--- config.mk ---
export PLATFORM = sky130hd
export DESIGN_NAME = fg_config_loader
export DESIGN_NICKNAME = d
export VERILOG_FILES = /design/src/rtl/fg_config_loader.sv
export SDC_FILE = /design/constraint.sdc
export NUM_CORES = 1
export LEC_CHECK = 0
export CELL_PAD_IN_SITES_DETAIL_PLACEMENT = 0
export CELL_PAD_IN_SITES_GLOBAL_PLACEMENT = 1
export CORE_ASPECT_RATIO = 2
export CORE_MARGIN = 4
export CORE_UTILIZATION = 25
export CTS_BUF_LIST = sky130_fd_sc_hd__clkbuf_16
export CTS_CLUSTER_SIZE = 25
export DETAILED_ROUTE_END_ITERATION = 16
export PLACE_DENSITY = 0.62
export SLEW_MARGIN = 25
export SYNTH_ARGS = -nofsm -noshare
export SYNTH_HDL_FRONTEND = slang
export SYNTH_SLANG_ARGS = --single-unit
--- constraint.sdc ---
create_clock -name clk_i -period 1.7 [get_ports clk_i]
set_input_delay 0.34 -clock clk_i [delete_from_list [all_inputs] [get_ports clk_i]]
set_output_delay 0.34 -clock clk_i [all_outputs]
set_load 0.01 [all_outputs]
--- src/rtl/fg_config_loader.sv ---
// Assembles a framed, MSB-first byte stream into a shadow word and commits it
// to the function generator's configuration bus on its sample strobe.
module fg_config_loader #(
    parameter int CONFIG_REG_BITWIDTH = 56,
    parameter int TIMEOUT_BITWIDTH    = 8,
    parameter int TIMEOUT_CYCLES      = 200
) (
    input  logic                           clk_i,
    input  logic                           rstn_i,
    input  logic [7:0]                     data_i,
    input  logic                           dataValid_i,
    input  logic                           sof_i,
    output logic                           ready_o,
    input  logic                           sync_i,
    input  logic                           genEnable_i,
    output logic [CONFIG_REG_BITWIDTH-1:0] CR_bus_o,
    output logic                           commit_STRB_o,
    output logic                           frameErr_o,
    output logic                           busy_o
);
    localparam int W         = CONFIG_REG_BITWIDTH;
    localparam int NUM_BYTES = W / 8;
    localparam int CNT_W     = (NUM_BYTES > 1) ? $clog2(NUM_BYTES) : 1;
    localparam logic [CNT_W-1:0]            LAST_CNT = CNT_W'(NUM_BYTES - 1);
    localparam logic [TIMEOUT_BITWIDTH-1:0] TMO_LAST = TIMEOUT_BITWIDTH'(TIMEOUT_CYCLES - 1);

    typedef enum logic [1:0] {
        S_IDLE,
        S_RECV,
        S_PENDING
    } state_t;

    state_t                      state_q, state_d;
    logic [W-1:0]                shadow_q, shadow_d;
    logic [W-1:0]                cr_q, cr_d;
    logic [W-1:0]                shifted;
    logic [CNT_W-1:0]            cnt_q, cnt_d;
    logic [TIMEOUT_BITWIDTH-1:0] tmo_q, tmo_d;
    logic                        commit_q, commit_d;
    logic                        err_q, err_d;
    logic                        accept;

    assign ready_o = (state_q != S_PENDING);
    assign busy_o  = (state_q != S_IDLE);
    assign accept  = dataValid_i && ready_o;

    // A single-byte word has nothing to shift; the byte is the whole word.
    generate
        if (NUM_BYTES == 1) begin : g_single
            assign shifted = data_i;
        end else begin : g_multi
            assign shifted = {shadow_q[W-9:0], data_i};
        end
    endgenerate

    always_comb begin
        state_d  = state_q;
        shadow_d = shadow_q;
        cr_d     = cr_q;
        cnt_d    = cnt_q;
        tmo_d    = tmo_q;
        commit_d = 1'b0;
        err_d    = 1'b0;
        case (state_q)
            S_IDLE: begin
                if (accept) begin
                    if (sof_i) begin
                        shadow_d = shifted;
                        tmo_d    = '0;
                        if (NUM_BYTES == 1) begin
                            state_d = S_PENDING;
                            cnt_d   = '0;
                        end else begin
                            state_d = S_RECV;
                            cnt_d   = CNT_W'(1);
                        end
                    end else begin
                        err_d = 1'b1;
                    end
                end
            end
            S_RECV: begin
                if (accept) begin
                    shadow_d = shifted;
                    tmo_d    = '0;
                    if (sof_i) begin
                        // A new SOF aborts the current frame and starts over.
                        err_d = 1'b1;
                        if (NUM_BYTES == 1) begin
                            state_d = S_PENDING;
                            cnt_d   = '0;
                        end else begin
                            cnt_d = CNT_W'(1);
                        end
                    end else if (cnt_q == LAST_CNT) begin
                        state_d = S_PENDING;
                        cnt_d   = '0;
                    end else begin
                        cnt_d = cnt_q + CNT_W'(1);
                    end
                end else if (tmo_q == TMO_LAST) begin
                    err_d    = 1'b1;
                    state_d  = S_IDLE;
                    shadow_d = '0;
                    cnt_d    = '0;
                    tmo_d    = '0;
                end else begin
                    tmo_d = tmo_q + TIMEOUT_BITWIDTH'(1);
                end
            end
            S_PENDING: begin
                if (sync_i || !genEnable_i) begin
                    cr_d     = shadow_q;
                    commit_d = 1'b1;
                    state_d  = S_IDLE;
                end
            end
            default: state_d = S_IDLE;
        endcase
    end

    always_ff @(posedge clk_i or negedge rstn_i) begin
        if (!rstn_i) begin
            state_q  <= S_IDLE;
            shadow_q <= '0;
            cr_q     <= '0;
            cnt_q    <= '0;
            tmo_q    <= '0;
            commit_q <= 1'b0;
            err_q    <= 1'b0;
        end else begin
            state_q  <= state_d;
            shadow_q <= shadow_d;
            cr_q     <= cr_d;
            cnt_q    <= cnt_d;
            tmo_q    <= tmo_d;
            commit_q <= commit_d;
            err_q    <= err_d;
        end
    end

    assign CR_bus_o      = cr_q;
    assign commit_STRB_o = commit_q;
    assign frameErr_o    = err_q;

endmodule

==> results.py <==
metrics = {
    "run_status": {
        "status": "complete, but fails checks",
        "violations": "setup timing",
    },
    "worst_setup_path": {
        "crit_path_cell_trace": "ha_2 -> nand3b_1 -> buf_4 -> o41ai_4 -> nand2_2 -> buf_12 -> a22o_1",
        "end_kind": "flip-flop",
        "worst-setup-path-type": "flip-flop to flip-flop",
        "max_stage_delay_ns": 0.35,
        "startpoint": "tmo_q[0]",
        "slowest_stage": "dfrtp_1",
        "cp.required_ns": 2.00,
        "crit_arrival_ns": 2.09,
        "cp_max_fo": 37,
        "regToRegStartpoint": "tmo_q[0]",
        "cp-start-kind": "flip-flop",
    },
    "layout": {
        "diodes": 0,
        "fill_cells": 1906,
        "drive_gt1_share_pct": 34.27,
        "final_area_um2": 6967,
        "fin_nets": 466,
        "syn_to_final_growth_pct": 42.73,
        "stdcell_count": 723,
    },
    "synth": {
        "syn-num-nets": 343,
        "synth.avg_cell_area_um2": 14.88,
        "yosysTopAreaCellShare_pct": 65.11,
        "yosys_warnings": 0,
        "synth-edff-count": 0,
        "ys_async_sr_fraction_pct": 100.0,
        "synth.most_common_cell": "dfrtp_1",
        "syn-cell-area_um2": 4881,
        "ys_types": 39,
        "synth_ff_type": "dfrtp_1",
        "synth_cells": 328,
        "synth-seq-cells": 127,
        "synth_top_cell_by_area": "dfrtp_1",
        "ys_top_cells_by_area": "dfrtp_1, mux2_2, a22o_1",
        "yosysSeqAreaShare_pct": 65.11,
        "yosys-top-cells-count": "dfrtp_1, a22o_1, mux2_2",
    },
    "power_and_ir_drop": {
        "p_sw_share_pct": 28.38,
        "power_frac_seq_pct": 46.9,
        "ir_drop_v": 0.0006649,
        "power.internal_mw": 6.074,
        "p_leak_nw": 3.520,
        "switching_power_mw": 2.407,
        "totalPowerFinal_mw": 8.481,
        "pwr-share-comb_pct": 13.4,
        "powerDensity_nw_per_um2": 1217,
        "power.share.clock_pct": 39.7,
    },
    "timing": {
        "worst_pin_slew_ns": 0.4163,
        "max_freq_mhz": 558.1,
        "post-route-period-util_pct": 105.4,
        "post-route-min-period_ns": 1.792,
        "setup_ws_ns": -0.09168,
        "finClkSkew_ns": 0.009215,
        "rsz0062_at_grt": "true",
        "relSlewSlack_pct": 72.25,
        "finalSetupViolations": 60,
        "slew_viol_final": 0,
        "hold_viol": 0,
    },
    "floorplan": {
        "die_y_um": 205.6,
        "num_rows": 72,
        "ios": 74,
        "dieArea_um2": 21960,
        "die_w_um": 106.8,
        "core_region_area_um2": 19280,
        "initial_core_util_pct": 25.32,
    },
    "global_routing": {
        "grt_pass1_vias": 3410,
        "overflow": 0,
        "antenna_found_initial": 0,
        "grt_max_degree": 58,
        "grtUsageTotal_pct": 11.14,
        "grt_pass1_wl_mm": 18.82,
    },
    "routing": {
        "drt_iter0_drc": 96,
        "wl_met2_mm": 6.292,
        "wl_met1_mm": 4.592,
        "vias_per_cell": 4.420,
        "top_layer": "met4",
        "met3WireLength_um": 436,
        "wl_mm": 11.60,
        "dr.pass1.iters": 4,
        "remaining_drc_errors": 0,
        "post_drt_wl_per_cell_um": 16.05,
        "vias": 3196,
        "drt.antenna.violating_nets": 0,
    },
    "clocking": {
        "cts_inserted_buffers": 17,
        "cts.path.max_buffers": 2,
        "cts_root_buf": "clkbuf_16",
        "clock_sinks": 127,
        "clk_pin_slew_ns": 0.06,
        "cts_tree": "done",
        "clk_latency_ns": 0.42,
        "h-tree-depth": 4,
    },
    "place": {
        "placed_cell_area_um2": 6236,
        "dp_slack_ns": -0.2575,
        "io_buffers": 73,
        "gp_congestion": 0.7938,
        "placed_cells_incl_taps": 680,
        "dp_hpwl_mm": 7.892,
    },
    "run": {
        "drv_cap": 0,
    },
    "min_path": {
        "hp-class": "primary input to async pin",
    },
}
## logic make-up after synthesis
kind of cell / share of synthesized area (%)
buffers and inverters: 2.640
muxes: 12.92
xor gates and xnor gates: 0.7177
DFF: 65.11
and+or+nand+nor: 4.871
adders and majority gates: 0.2563
AOI/OAI and AO/OA: 13.48
## timing repair
action,CTS,global route
setup endpoints to repair,70,77
resized for setup,24,25
hold buffers,1,0
buffers inserted,5,5
pin swaps,3,11
endpoints found under the hold margin,37,0
cloned,0,0
## metrics by stage
step / hold WS, ns / setup TNS, ns / utilization [%]
after global routing: 0.4274 / -7.954 / 36.14
final: 0.4063 / -3.588 / 36.14
after global placement: 0.2834 / -16.67 / 32.35
after CTS: 0.4176 / -0.7165 / 35.51
after detailed placement: 0.2894 / -18.15 / 32.35
after floorplan: 0.04441 / -0.3588 / -
## final timing paths
| check | slack [ns] | to | cells past startpoint |
|---|---|---|---|
| setup / recovery | -0.09 | shadow_q[2] | 7 |
| hold / removal | 0.41 | CR_bus_o[32] | 2 |
| setup reg to reg | -0.09 | shadow_q[2] | 7 |
| hold reg to reg | 0.50 | CR_bus_o[9] | 1 |
| max in group asynchronous | 0.75 | state_q[1] | 3 |
| min in group clk_i | 0.50 | CR_bus_o[9] | 1 |
## cell usage in the layout, fill, tap and decap left out, types with 4 or more instances in the layout
cell type and instances:
dlymetal6s2s_1 12, dfrtp_1 126, buf_6 5, nor2_1 5, clkdlybuf4s50_1 44, dlygate4sd2_1 15, inv_6 7, inv_1 4
a22o_1 56, buf_12 8, o21ai_0 5, clkbuf_16 17, mux2_2 56, nand2_1 4, xnor2_1 4, a21oi_1 5
buf_4 38
## power by group through the flow
stage	clock (mW)	combinational, mW	sequential (mW)
floorplan	0	0.695	3.85
global placement	0	1.01	4.01
detailed placement	0	1.04	4.03
CTS	3.47	1.09	3.98
global route	3.61	1.26	4.05
finish	3.37	1.14	3.98
## state kept, by name, indices dropped and copies added (netlist names)
signal         count
CR_bus_o          56
frameErr_o         1
shadow_q          56
cnt_q              3
tmo_q              8
state_q            2
commit_STRB_o      1
## final cells by class
type                       instances  area, um^2  share of cell area (%)
timing repair buffer             124        1239                   17.78
clock buffer                      17       425.4                   6.106
sequential                       127        3179                   45.64
clock inverter                    15       125.1                   1.796
inverter                           3       11.26                  0.1616
multi-input combinational        178        1663                   23.87
tap                              259       324.1                   4.652
## critical path: cells and delay by family, from the launching register on
family / cells / cell delay [ns]
compound gates: 2 / 0.48
fa+ha+maj: 1 / 0.18
buf+inv: 2 / 0.36
flops: 1 / 0.35
simple gates: 2 / 0.28
## layer usage
metal  vias up  track usage [%]
met4         0            5.258
met2        57            19.43
met1      1656            12.53
li1       1464                -
met5         -                0
met3        19            2.951
No activity file was read; power rests on OpenSTA's default activity.
==> patch 1 (same settings) <==
Set the parameter `TIMEOUT_CYCLES` to 100 (it was 200).
--- a/src/rtl/fg_config_loader.sv
+++ b/src/rtl/fg_config_loader.sv
@@ -3,7 +3,7 @@
 module fg_config_loader #(
     parameter int CONFIG_REG_BITWIDTH = 56,
     parameter int TIMEOUT_BITWIDTH    = 8,
-    parameter int TIMEOUT_CYCLES      = 200
+    parameter int TIMEOUT_CYCLES      = 100
 ) (
     input  logic                           clk_i,
     input  logic                           rstn_i,
Function: same outputs for any inputs over 10 cycles, from zero or initial values and one cycle with rstn_i low; that may be too few to reach the edited logic, so the function may still have changed.
==> patch 1 against the unedited design <==
Core utilization decreased by 0.20 points; area after synthesis about the same; setup slack improved by 0.12 ns; maximum frequency increased by 7.0%; sequential cell count unchanged; global-route usage increased by 0.30 points; sequential share of layout area increased by 0.26 points; total power increased by 5.1%; count of clock-buffer cells in the layout unchanged; routed wire length increased by 2.4%; worst hold slack got worse by 0.0054 ns; cell area decreased by 0.56%; critical path type unchanged; largest power group unchanged.
==> patch 1: results (changes against the unedited design) <==
Synth Area in XOR/XNOR -> 0.539% (was 0.718%)
Synth Area in Adders -> 0.257% (was 0.256%)
Final clock-cell share -> 8.92% (was 7.90%)
routed metal-1 wirelength -> 4690 µm (was 4590 µm)
f_max -> 597 MHz (was 558 MHz)
Data buffer area share -> 17.0% (was 17.8%)
largest net degree at the start of global routing -> 42 (was 58)
DR WL met2 -> 6400 µm (was 6290 µm)
Commonest cells post-synth -> 127 x dfrtp_1, 59 x a22o_1, 43 x mux2_2 (was 127 x dfrtp_1, 56 x a22o_1, 56 x mux2_2)
drt wl/cell -> 16.7 µm (was 16.0 µm)
WL met3 -> 415 µm (was 436 µm)
outcome -> finished clean (was finished, violations left)
Worst Path Max Fanout -> 15 (was 37)
clk_skew -> 0.00962 ns (was 0.00921 ns)
register area share after synthesis -> 65.2% (was 65.1%)
Crit path largest cell delay -> 0.41 ns (was 0.35 ns)
CTS resizes -> 25 (was 24)
vias in the first global route -> 3530 (was 3410)
DP Wirelength -> 8000 µm (was 7890 µm)
share of cells above drive strength 1 -> 27.8% (was 34.3%)
inverters -> 4 (was 3)
gr usage total -> 11.4% (was 11.1%)
Setup crit start -> tmo_q[2] (was tmo_q[0])
GP Congestion -> 0.735 (was 0.794)
multi-input gates -> 181 (was 178)
multi-input combinational area share -> 23.3% (was 23.9%)
Rel. slew slack -> 69.6% (was 72.2%)
critical path arrival -> 1.97 ns (was 2.09 ns)
Leakage -> 0.00353 µW (was 0.00352 µW)
Peak VDD IR -> 0.589 mV (was 0.665 mV)
Hold WS -> 0.401 ns (was 0.406 ns)
dpl ws -> -0.350 ns (was -0.258 ns)
r2r startpoint -> tmo_q[2] (was tmo_q[0])
-- patch 1: changes by cell type after synthesis, moves of 3 or more --
cell / before / now
nand2_1: 4 / 7
mux2_1: 0 / 13
mux2_2: 56 / 43
o21ai_0: 5 / 8
nor3b_1: 4 / 1
a22o_1: 56 / 59
-- patch 1: report_power, final --
part / switching (µW) / total, µW / internal [µW]
clock network: 1350 / 3800 / 2450
logic: 496 / 1160 / 666
registers: 446 / 3950 / 3510
total: 2290 / 8910 / 6620
-- patch 1: cells by family (layout without fill, tap and decap cells) --
group | Yosys count | in the layout
DFF | 127 | 127
AOI/OAI and AO/OA | 81 | 81
muxes | 56 | 56
and+or+nand+nor | 40 | 40
buffers and inverters | 26 | 145
xor gates and xnor gates | 3 | 3
adders and majority gates | 1 | 1
-- patch 1: routing by layer --
metal,global-route usage (%),vias to the layer above
met1,12.6,1639
met4,6.31,0
li1,-,1448
met5,0,-
met2,19.9,84
met3,2.89,25
-- patch 1: stage by stage --
stage / utilization (%) / std cells / cell area (µm²) / total power, µW
floorplan: - / 334 / 4880 / 4520
global placement: 31.7 / 669 / 6110 / 5000
detailed placement: 31.7 / 669 / 6110 / 5060
CTS: 35.4 / 707 / 6820 / 8980
global route: 35.9 / 712 / 6930 / 9340
finish: 35.9 / 712 / 6930 / 8910
-- patch 1: worst min-delay path by stage --
stage                      start           to  depth (start not counted)
after detailed placement  rstn_i  CR_bus_o[7]                          1
after floorplan           rstn_i  CR_bus_o[0]                          0
after CTS                 rstn_i  CR_bus_o[7]                          2
after global placement    rstn_i  CR_bus_o[7]                          1
final                     rstn_i  CR_bus_o[7]                          2
after global routing      rstn_i  CR_bus_o[7]                          2
==> patch 2 (config.mk and constraints unchanged) <==
Made on the original files. Reset style: synchronous (`rstn_i`), changed in one clocked block.
--- a/src/rtl/fg_config_loader.sv
+++ b/src/rtl/fg_config_loader.sv
@@ -119,7 +119,7 @@
         endcase
     end
 
-    always_ff @(posedge clk_i or negedge rstn_i) begin
+    always_ff @(posedge clk_i) begin
         if (!rstn_i) begin
             state_q  <= S_IDLE;
             shadow_q <= '0;
Behaviour: differs if rstn_i is asserted again (counterexample within 4 cycles, from zero or initial values and one cycle with rstn_i low); with rstn_i held inactive, the same outputs for 10 cycles.
==> patch 2 against the unedited design <==
Setup slack improved by 0.13 ns; routed wire length grew 1.1%; cell area fell by 12%; global-route usage increased by 1.3 points; area after synthesis down 9.8%; critical endpoint is now CR_bus_o[54]; core utilization decreased by 0.84 points; sequential cell count did not move; synthesized cell count up 40%.
Power is not compared: it rests on default switching activity, and its combinational part moved more than twofold at a synthesized area within 25%.
==> patch 2: results (changes against the unedited design) <==
DP Wirelength -> 8280 µm (was 7890 µm)
drt total wl -> 11700 µm (was 11600 µm)
critical path arrival -> 1.32 ns (was 2.09 ns)
Commonest cells post-synth -> 127 x dfxtp_1, 118 x nand2_1, 66 x a21oi_1 (was 127 x dfrtp_1, 56 x a22o_1, 56 x mux2_2)
number of library cell types mapped by synthesis -> 36 (was 39)
Post-Syn Instances -> 459 (was 328)
synthesized net count -> 474 (was 343)
WL met3 -> 350 µm (was 436 µm)
GP Congestion -> 0.751 (was 0.794)
worst hold-check path type -> reg2reg (was in2async)
Avg Vias per Cell -> 4.55 (was 4.42)
ant diodes -> 0 (unchanged)
DR WL met2 -> 6740 µm (was 6290 µm)
fillers -> 1726 (was 1906)
clk_skew -> 0.00896 ns (was 0.00921 ns)
Synth area leaders -> dfxtp_1 58%, a22o_1 11%, nand2_1 10% (was dfrtp_1 65%, mux2_2 13%, a22o_1 10%)
Crit path largest cell delay -> 0.56 ns (was 0.35 ns)
share of cells above drive strength 1 -> 12.7% (was 34.3%)
outcome -> finished clean (was finished, violations left)
register area share after synthesis -> 57.8% (was 65.1%)
r2r setup slk -> 0.06 ns (was -0.09 ns)
root buf cell -> clkbuf_16 (unchanged)
Rel. slew slack -> 71.4% (was 72.2%)
vias -> 3491 (was 3196)
first-pass GRT wire length -> 18800 µm (about the same)
Clk pin slew, worst setup/hold paths -> 0.06 ns (about the same)
Placed Cells -> 734 (was 680)
internal power -> 5300 µW
Worst Path Max Fanout -> 2 (was 37)
routed metal-1 wirelength -> 4330 µm (was 4590 µm)
FFs w/ async S/R, synth -> 0% (was 100%)
largest net degree at the start of global routing -> 57 (was 58)
vias in the first global route -> 3643 (was 3410)
Initial DRC Count -> 144 (was 96)
Hold WS -> 0.453 ns (was 0.406 ns)
Post-DP Area -> 0.00548 mm² (was 0.00624 mm²)
gr usage total -> 12.4% (was 11.1%)
CP max stage cell -> clkdlybuf4s50_1 (was dfrtp_1)
Final #Nets -> 559 (was 466)
largest delay contributor family on the critical path -> buffers and inverters (was compound AO/OA/AOI/OAI gates)
-- patch 2: cell count changes in the layout (fill, tap and decap cells not counted), moves of 14 or more --
cell,unedited run,this run
a21oi_1,5,66
buf_4,38,20
clkdlybuf4s50_1,44,66
dfrtp_1,126,0
dfxtp_1,0,125
dlygate4sd2_1,15,1
mux2_2,56,0
nand2_1,4,118
-- patch 2: final timing paths --
kind / start / end / cells past startpoint
max reg2reg: tmo_q[4] / shadow_q[25] / 5
min: CR_bus_o[41] / CR_bus_o[41] / 2
min reg2reg: CR_bus_o[41] / CR_bus_o[41] / 2
max: CR_bus_o[54] / CR_bus_o[54] / 1
-- patch 2: cell type report --
| type | count | share of cell area (%) |
|---|---|---|
| Clock buffer | 17 | 6.98 |
| Clock inverter | 15 | 2.40 |
| Inverter | 3 | 0.185 |
| Multi-Input combinational cell | 296 | 27.7 |
| Sequential cell | 127 | 41.8 |
| Tap cell | 210 | 4.31 |
| Timing Repair Buffer | 99 | 16.6 |
-- patch 2: per-stage QoR --
step,setup slack [ns],TNS (ns),power (µW),util (%)
5_1_grt,0.000858,0,7130,35.3
3_5_place_dp,-0.252,-14.96,3420,31.7
3_3_place_gp,-0.246,-14.93,3420,31.7
4_1_cts,0.00208,0,6960,35.1
2_1_floorplan,0.127,0,3300,-
6_report,0.0356,0,6870,35.3
-- patch 2: cell families after synthesis --
kind of cell               after synthesis  synth area share (%)
buffers and inverters                   36                  4.75
and+or+nand+nor                        154                  15.2
DFF                                    127                  57.8
AOI/OAI and AO/OA                      135                  20.8
adders and majority gates                1                 0.284
xor gates and xnor gates                 6                  1.19
-- patch 2: metal layers --
layer	vias to the layer above	GRT usage, %
met3	21	2.54
met2	57	23.9
met1	1647	11.7
li1	1766	-
met5	-	0
met4	0	6.42
-- patch 2: timing repair --
item	CTS	global route
resized for setup	6	9
pin swaps	3	2
setup buffers	1	0
hold buffers	0	0
endpoints found under the setup margin	33	70
-- patch 2: power by group through the flow --
| stage | sequential, µW | clock (µW) | combinational, µW |
|---|---|---|---|
| final | 3070 | 3510 | 292 |
| after global routing | 3070 | 3730 | 320 |
| after CTS | 3070 | 3600 | 292 |
| after detailed placement | 3130 | 0 | 293 |
| after global placement | 3130 | 0 | 286 |
| after floorplan | 3110 | 0 | 184 |
